<file path="config.mk">
export PLATFORM = sky130hd
export DESIGN_NAME = window_shift_buf
export DESIGN_NICKNAME = d
export VERILOG_FILES = /design/src/rtl/window_shift_buf_pkg.sv /design/src/rtl/window_shift_buf_win_chan_shift.sv /design/src/rtl/window_shift_buf.sv
export SDC_FILE = /design/constraint.sdc
export NUM_CORES = 1
export LEC_CHECK = 0
export CORE_AREA = 2 2 448 450
export DETAILED_ROUTE_END_ITERATION = 10
export DIE_AREA = 0 0 450 452
export PLACE_DENSITY = 0.32
export RECOVER_POWER = 25
export SLEW_MARGIN = 20
export SYNTH_ARGS = -nofsm -noshare
export SYNTH_HDL_FRONTEND = slang
export SYNTH_SLANG_ARGS = --single-unit
</file>
<file path="constraint.sdc">
create_clock -name clk -period 4.2 [get_ports clk]
set_input_delay 1.26 -clock clk [delete_from_list [all_inputs] [get_ports clk]]
set_output_delay 1.26 -clock clk [all_outputs]
set_load 0.05 [all_outputs]
</file>
<file path="src/rtl/window_shift_buf_pkg.sv">
// Shared definitions for the window shift buffer.
//   - default geometry constants (channels, max kernel edge, pixel width)
//   - FSM state encoding
//   - latched command record
//   - flat index helper for window element (channel t, slot c, row r)
package window_shift_buf_pkg;

  localparam int TN_DEF   = 4;
  localparam int KMAX_DEF = 5;
  localparam int FW_DEF   = 8;

  typedef enum logic [1:0] {
    S_IDLE = 2'd0,
    S_LOAD = 2'd1,
    S_FULL = 2'd2
  } wsb_state_e;

  // Command captured on an accepted start.
  typedef struct packed {
    logic [3:0] k;     // kernel edge K
    logic [3:0] need;  // columns to accept before the window is full
    logic       src;   // column source select
  } wsb_cmd_t;

  // Element index of (t, c, r) inside the flat window bus.
  function automatic int win_idx(input int t, input int c, input int r, input int kmax);
    return t * kmax * kmax + c * kmax + r;
  endfunction

endpackage

</file>
<file path="src/rtl/window_shift_buf_win_chan_shift.sv">
// win_chan_shift: column shift storage for one channel.
//   clk        rising-edge clock
//   rst_n      async active-low reset, clears all slots
//   shift_en_i accept one column this cycle
//   k_i        active kernel edge; only slots 0..k_i-1 move
//   col_i      incoming column, row r at [r*FW +: FW]
//   win_o      KMAX slots x KMAX rows, element c*KMAX + r
module win_chan_shift
  import window_shift_buf_pkg::*;
#(
  parameter int KMAX = KMAX_DEF,
  parameter int FW   = FW_DEF
) (
  input  logic                   clk,
  input  logic                   rst_n,
  input  logic                   shift_en_i,
  input  logic [3:0]             k_i,
  input  logic [KMAX*FW-1:0]     col_i,
  output logic [KMAX*KMAX*FW-1:0] win_o
);

  logic [KMAX-1:0][KMAX*FW-1:0] slot_q;

  // New column lands in slot 0; slots below K move up by one, slot K-1
  // falls off, slots at or above K keep their contents.
  always_ff @(posedge clk or negedge rst_n) begin
    if (!rst_n) begin
      slot_q <= '0;
    end else if (shift_en_i) begin
      slot_q[0] <= col_i;
      for (int c = 1; c < KMAX; c++) begin
        if (4'(c) < k_i) slot_q[c] <= slot_q[c-1];
      end
    end
  end

  for (genvar c = 0; c < KMAX; c++) begin : g_slot
    assign win_o[win_idx(0, c, 0, KMAX)*FW +: KMAX*FW] = slot_q[c];
  end

endmodule

</file>
<file path="src/rtl/window_shift_buf.sv">
// window_shift_buf: builds a KxK sliding window per channel from a stream
// of columns, either as a full reload or as an incremental stride shift.
//   clk, rst_n              clock, async active-low reset
//   start                   command pulse (kn_size, stride, fresh, src_sel)
//   col_data_0/1            column sources, channel t row r at (t*KMAX+r)*FW
//   col_valid / col_ready   column handshake (ready only while loading)
//   win_data                window, element t*KMAX*KMAX + c*KMAX + r
//   win_valid / win_ready   window handshake
//   busy, shift_done, cfg_err  status
// Build option: WSB_ZERO_PAD_EN masks rows/slots at or beyond K to zero on
// win_data; without it those elements show raw column bits / held slots.
module window_shift_buf
  import window_shift_buf_pkg::*;
#(
  parameter int TN   = TN_DEF,
  parameter int KMAX = KMAX_DEF,
  parameter int FW   = FW_DEF
) (
  input  logic                        clk,
  input  logic                        rst_n,
  input  logic                        start,
  input  logic [3:0]                  kn_size,
  input  logic [3:0]                  stride,
  input  logic                        fresh,
  input  logic                        src_sel,
  input  logic [TN*KMAX*FW-1:0]       col_data_0,
  input  logic [TN*KMAX*FW-1:0]       col_data_1,
  input  logic                        col_valid,
  output logic                        col_ready,
  output logic [TN*KMAX*KMAX*FW-1:0]  win_data,
  output logic                        win_valid,
  input  logic                        win_ready,
  output logic                        busy,
  output logic                        shift_done,
  output logic                        cfg_err
);

  localparam int         CW    = TN * KMAX * FW;
  localparam int         WW    = TN * KMAX * KMAX * FW;
  localparam logic [3:0] KMAX4 = 4'(KMAX);

  wsb_state_e state_q;
  wsb_cmd_t   cmd_q;
  logic [4:0] cnt_q;
  logic       cfg_err_q;
  logic       shift_done_q;

  logic [3:0]    need_d;
  logic [4:0]    cnt_d;
  logic          k_bad;
  logic          col_fire;
  logic [CW-1:0] col_sel;
  logic [WW-1:0] win_raw;

  assign k_bad    = (kn_size == 4'd0) || (kn_size > KMAX4);
  // Incremental shifts never need more than K columns.
  assign need_d   = fresh ? kn_size : ((stride < kn_size) ? stride : kn_size);
  assign cnt_d    = cnt_q + 5'd1;
  assign col_ready = (state_q == S_LOAD);
  assign col_fire  = col_valid & col_ready;
  assign col_sel   = cmd_q.src ? col_data_1 : col_data_0;

  assign win_valid  = (state_q == S_FULL);
  assign busy       = (state_q != S_IDLE);
  assign shift_done = shift_done_q;
  assign cfg_err    = cfg_err_q;

  always_ff @(posedge clk or negedge rst_n) begin
    if (!rst_n) begin
      state_q      <= S_IDLE;
      cmd_q        <= '0;
      cnt_q        <= '0;
      cfg_err_q    <= 1'b0;
      shift_done_q <= 1'b0;
    end else begin
      cfg_err_q    <= 1'b0;
      shift_done_q <= 1'b0;
      case (state_q)
        S_IDLE: begin
          if (start) begin
            if (k_bad) begin
              cfg_err_q <= 1'b1;
            end else begin
              cmd_q.k    <= kn_size;
              cmd_q.need <= need_d;
              cmd_q.src  <= src_sel;
              cnt_q      <= '0;
              state_q    <= (need_d == 4'd0) ? S_FULL : S_LOAD;
            end
          end
        end
        S_LOAD: begin
          if (col_fire) begin
            if (cnt_d == {1'b0, cmd_q.need}) begin
              cnt_q   <= '0;
              state_q <= S_FULL;
            end else begin
              cnt_q <= cnt_d;
            end
          end
        end
        S_FULL: begin
          // start in this cycle is dropped: not yet back in IDLE.
          if (win_ready) begin
            state_q      <= S_IDLE;
            shift_done_q <= 1'b1;
          end
        end
        default: state_q <= S_IDLE;
      endcase
    end
  end

  // One storage lane per channel; the instance array slices col_sel and
  // win_raw per channel, which matches the flat bus layouts.
  win_chan_shift #(
    .KMAX(KMAX),
    .FW  (FW)
  ) u_chan [TN-1:0] (
    .clk       (clk),
    .rst_n     (rst_n),
    .shift_en_i(col_fire),
    .k_i       (cmd_q.k),
    .col_i     (col_sel),
    .win_o     (win_raw)
  );

`ifdef WSB_ZERO_PAD_EN
  always_comb begin
    win_data = win_raw;
    for (int t = 0; t < TN; t++) begin
      for (int c = 0; c < KMAX; c++) begin
        for (int r = 0; r < KMAX; r++) begin
          if ((4'(c) >= cmd_q.k) || (4'(r) >= cmd_q.k))
            win_data[win_idx(t, c, r, KMAX)*FW +: FW] = '0;
        end
      end
    end
  end
`else
  assign win_data = win_raw;
`endif

endmodule

</file>
Word level (Yosys, flattened, before mapping)
Cells that the tools add are included.
- output and inout bits: 805
- register bits: 818
- input bits: 335
- order comparisons: 6
- mux-type cells: 20
- eq/ne operators: 8
- reduce and logical (&&, ||, !) cells: 13
- add/subtract/negate cells: 1
- bitwise logic cells: 2
- operators with widths (operator ; count):
    $mux 160 ; 1
    $mux 5 ; 4
    $mux 2 ; 6
    $pmux 5 s2 ; 1
    $logic_not 4->1 ; 2
    $lt 2x4->1 const A ; 2
    $mux 4 ; 2
    $reduce_and 2->1 ; 4
    $ne 2x1->1 const B ; 3
    $pmux 2 s3 ; 1
    $add 5x1->5 const B ; 1
    $eq 5x4->1 ; 1
    $mux 1 ; 5
    $reduce_and 5->1 ; 1
    $gt 4x3->1 const B ; 1
    $lt 1x4->1 const A ; 1
    $lt 3x4->1 const A ; 1
    $lt 4x4->1 ; 1
    $ne 2x2->1 const B ; 2
    $reduce_and 4->1 ; 1
    $reduce_bool 2->1 ; 2
    $reduce_and 3->1 ; 1
    $eq 2x1->1 const B ; 1
    $eq 2x2->1 const B ; 1
    4 further kinds ; 4

Logic depth before layout (Yosys ltp)
- depth after elaboration: 8
- depth in mapped cells: 9

By module
Synthesis repeated with hierarchy kept, for this count alone.
- cell total of the unflattened synthesis: 1996
- area total of the unflattened synthesis: 32725.1 um2
- by module, submodules not included (module ; sequential area each (um2) ; times used ; area each (um2) ; cells an instance):
    win_chan_shift ; 5004.8 ; 4 ; 7448.4 ; 427
    window_shift_buf ; 450.4 ; 1 ; 2931.6 ; 288

Least setup slack after synthesis
Ideal clock, no wire load.
- path type: input to register
- start point: in kn_size[3]
- end point: reg state_q[1]
- setup slack: 1.216 ns
- stages: 7
- buffers on the path: 0
- arrival time: 2.864 ns
- cells stage by stage: inv_1 ha_1 a211oi_1 o21ai_1 and3_1 o32a_1 o211a_1
- cells in the longest elaborated chain, start to end: 8
- RTL lines (item ; line ; source):
    from (decl) ; window_shift_buf.sv:22 ; input logic [3:0] kn_size,
    $lt 4x4->1 ; window_shift_buf.sv:57 ; assign need_d = fresh ? kn_size : ((stride < kn_size) ? stride : kn_size);
    $mux 4 (2 in series) ; window_shift_buf.sv:57 ;
    $logic_not 4->1 ; window_shift_buf.sv:88 ; state_q <= (need_d == 4'd0) ? S_FULL : S_LOAD;
    $mux 2 ; window_shift_buf.sv:88 ;
    $mux 2 ; window_shift_buf.sv:81 ; if (k_bad) begin
    $mux 2 ; window_shift_buf.sv:80 ; if (start) begin
    $pmux 2 s3 ; window_shift_buf.sv:78 ; case (state_q)
    to (signal assigned) ; window_shift_buf.sv:88 ;
    to (decl) ; window_shift_buf.sv:42 ; wsb_state_e state_q;
Parallel ways exist; a longest one is shown, timed or not. The select of a mux whose other input is x is not followed.
A chain may end at the register's enable or synchronous reset.

Final worst setup path
- start point: reg state_q[1]
- end point: out col_ready
- cells in the longest elaborated chain, start to end: 1
- RTL lines (item ; line ; source):
    $eq 2x1->1 ; window_shift_buf.sv:59 ; assign col_ready = (state_q == S_LOAD);
    to (decl) ; window_shift_buf.sv:29 ; output logic col_ready,
No other way between the ends.

==> metrics.md <==
| Metric | Value |
|---|---|
| DP HPWL | 122000 um |
| Initial DRC Count | 905 |
| Vias in the first global route | 23543 |
| Commonest non-fill, non-tap cell in the layout | clkdlybuf4s50_1 |
| Die Ht | 452 um |
| Top-Level Pins | 1140 |
| Placement Cell Area | 46900 um^2 |
| Worst Hold Depth | 1 |
| CTS sink count | 818 |
| Unrepaired setup endpoints after global routing | false |
| FP Rows | 164 |
| Multi-input logic area | 10800 um^2 |
| Rel. slew slack | -0.662 |
| CTS Buf Count | 106 |
| Final net count | 3678 |
| Design Area, Final | 50300 um^2 |
| Required time of the critical path | 2.94 ns |
| GRT Util Overall | 0.151 |
| Top_reg_cell synth | dfrtp_1 |
| Routed wl met3 | 9370 um |
| Cell area after synthesis | 32000 um^2 |
| Layout Area Growth over Synthesis | 57.1% |
| Deepest clock path buffer count | 3 |
| Cell depth of the worst flop-to-flop path | 3 |
| Critical path capture point type | output port |
| Syn_nets | 2495 |
| Antenna violations before repair | 18 |
| Reg2reg start | cmd_q[0] |
| Synth warn | 0 |
| Largest net degree at the start of global routing | 140 |
| 1st-pass router iterations | 4 |
| Setup CP Type | reg2out |
| Post-CTS Setup Bufs | 0 |
| Root buffer selected by CTS | clkbuf_16 |
| Die area | 203000 um^2 |
| Synth area leader | dfrtp_1 |
| Layout fillers | 20874 |
| Final setup viols | 0 |
| Wire length on met2 | 82600 um |
| Syn Inst Count | 2156 |
| DR vias | 22435 |
| Asr flop ratio synth | 1.00 |
| Max-Cap Viols | 1 |
| Hold_sp | u_chan[1].win_o[179] |
| Hold WC Path Type | reg2reg |
| Gr ovfl total | 0 |
| Post-CTS resize count | 0 |
| Flops & latches, synth | 818 |
| Setup TNS | 0 ns |
| Clock-pin slew on the worst setup and hold paths | 0.06 ns |
| Crit path launch type | register |
| Met1 WL | 62300 um |
| Register area | 20500 um^2 |
| Top routing layer in use | met5 |
| Commonest cells after routing, fill and taps aside | 1138 x clkdlybuf4s50_1, 817 x dfrtp_1, 534 x mux2_2, 171 x nand2_1, 169 x o21ai_0 |
| Top post-synthesis cells by area | dfrtp_1 64%, mux2_2 19%, mux2i_1 5.1% |
| Post-synth EDFFs | 0 |
| Post-CTS Hold Buffers | 0 |
| Status | finished with violations |
| Min Tclk post-route | 3.80 ns |
| Die Width | 450 um |
| Worst slew pin tran | 2.49 ns |
| DRT antenna net count | 0 |
| Data arrival, critical path | 2.54 ns |
| Vias per inst | 3.68 |
| CTS tree | built |
| Clock skew after layout | 0.0361 ns |
| CP Max Fanout | 6 |
| Register area share after synthesis | 0.639 |
| Total core area | 199000 um^2 |
| Initial Util | 0.161 |
| Yosys cell types | 43 |
| Clk_lat worst skew | 0.74 ns |
| Fmax | 0.263 GHz |
| Final worst path period share | 0.904 |
| Reg-to-reg slack, setup | 1.70 ns |
| Routed WL | 157000 um |
| Worst setup path startpoint | state_q[1] |
| Placer Congestion | 0.772 |
| DRC | 0 |
| WL per Instance | 25.8 um |
| Area fraction of the dominant cell type after synthesis | 0.639 |
| H-tree levels | 3 |
| Syn avg cell area | 14.9 um^2 |
| Fin. max-slew vios | 50 |
| Hold Fails Final Rpt | 0 |
| Number of port buffers | 1139 |
| Share of cells above drive strength 1 | 0.221 |
| Violated checks | capacitance limit, slew limit |
| First-pass GRT wire length | 214000 um |
==> metal layers <==
layer / up-vias / track usage
met2: 577 / 0.270
li1: 10033 / -
met5: - / 0
met4: 2 / 0.0331
met1: 11666 / 0.178
met3: 157 / 0.0413
==> sequential cells by signal, indices dropped and copies added, names as in the netlist <==
signal / count
cmd_q: 9
u_chan.win_o: 800
shift_done: 1
cnt_q: 5
state_q: 2
cfg_err: 1
==> critical path, stage by stage, from the launching register on <==
cell and delay, ns:
dfrtp_1 0.40, nand2b_1 0.22, inv_2 0.20, clkdlybuf4s50_1 0.98
==> layout make-up <==
class / instances / share of cell area
clock buffers: 177 / 0.0661
diodes: 9 / 0.000448
well taps: 2656 / 0.0661
clock inverters: 19 / 0.00284
flip-flops and latches: 818 / 0.407
multi-input cells: 1207 / 0.215
repair buffers: 1200 / 0.242
inverters: 6 / 0.000448
==> final timing paths <==
check | to
worst min register to register | u_chan[1].win_o[179]
worst min-delay path | u_chan[1].win_o[179]
worst max register to register | u_chan[3].win_o[38]
max in group asynchronous | u_chan[3].win_o[16]
worst max-delay path | col_ready
min in group asynchronous | u_chan[0].win_o[32]
==> synthesized netlist by cell type, types with 3 or more instances <==
library cell,instances
mux2_2,534
buf_6,22
nor3_1,5
nand2_1,171
buf_2,62
mux2i_1,164
xnor2_1,3
or2_2,3
a21oi_1,4
dfrtp_1,818
inv_1,5
nor2_1,4
o21ai_0,169
mux2_1,108
and2_1,3
clkbuf_1,39
ha_1,4
==> logic make-up (layout without fill, tap and decap cells) <==
family / Yosys count / after routing / synth area share
simple gates: 203 / 203 / 0.0265
compound gates: 189 / 189 / 0.0313
flops: 818 / 818 / 0.639
buf+inv: 131 / 1402 / 0.0229
mux: 806 / 806 / 0.277
fa+ha+maj: 4 / 4 / 0.00156
xor+xnor: 5 / 5 / 0.00137
other cells: 0 / 9 / 0
==> metrics by stage <==
| step | setup WS [ns] | cells | hold slack [ns] | utilization |
|---|---|---|---|---|
| global placement | 0.358 | 5887 | 0.472 | 0.236 |
| CTS | 0.279 | 6083 | 0.492 | 0.254 |
| floorplan | 1.22 | 2156 | 0.469 | - |
| global route | 0.195 | 6084 | 0.507 | 0.253 |
| detailed placement | 0.417 | 5887 | 0.479 | 0.236 |
| finish | 0.401 | 6092 | 0.486 | 0.253 |
Power is left out: the tool's default activity adds up to more than one toggle a clock period on the data nets, which glitch-free logic cannot reach.
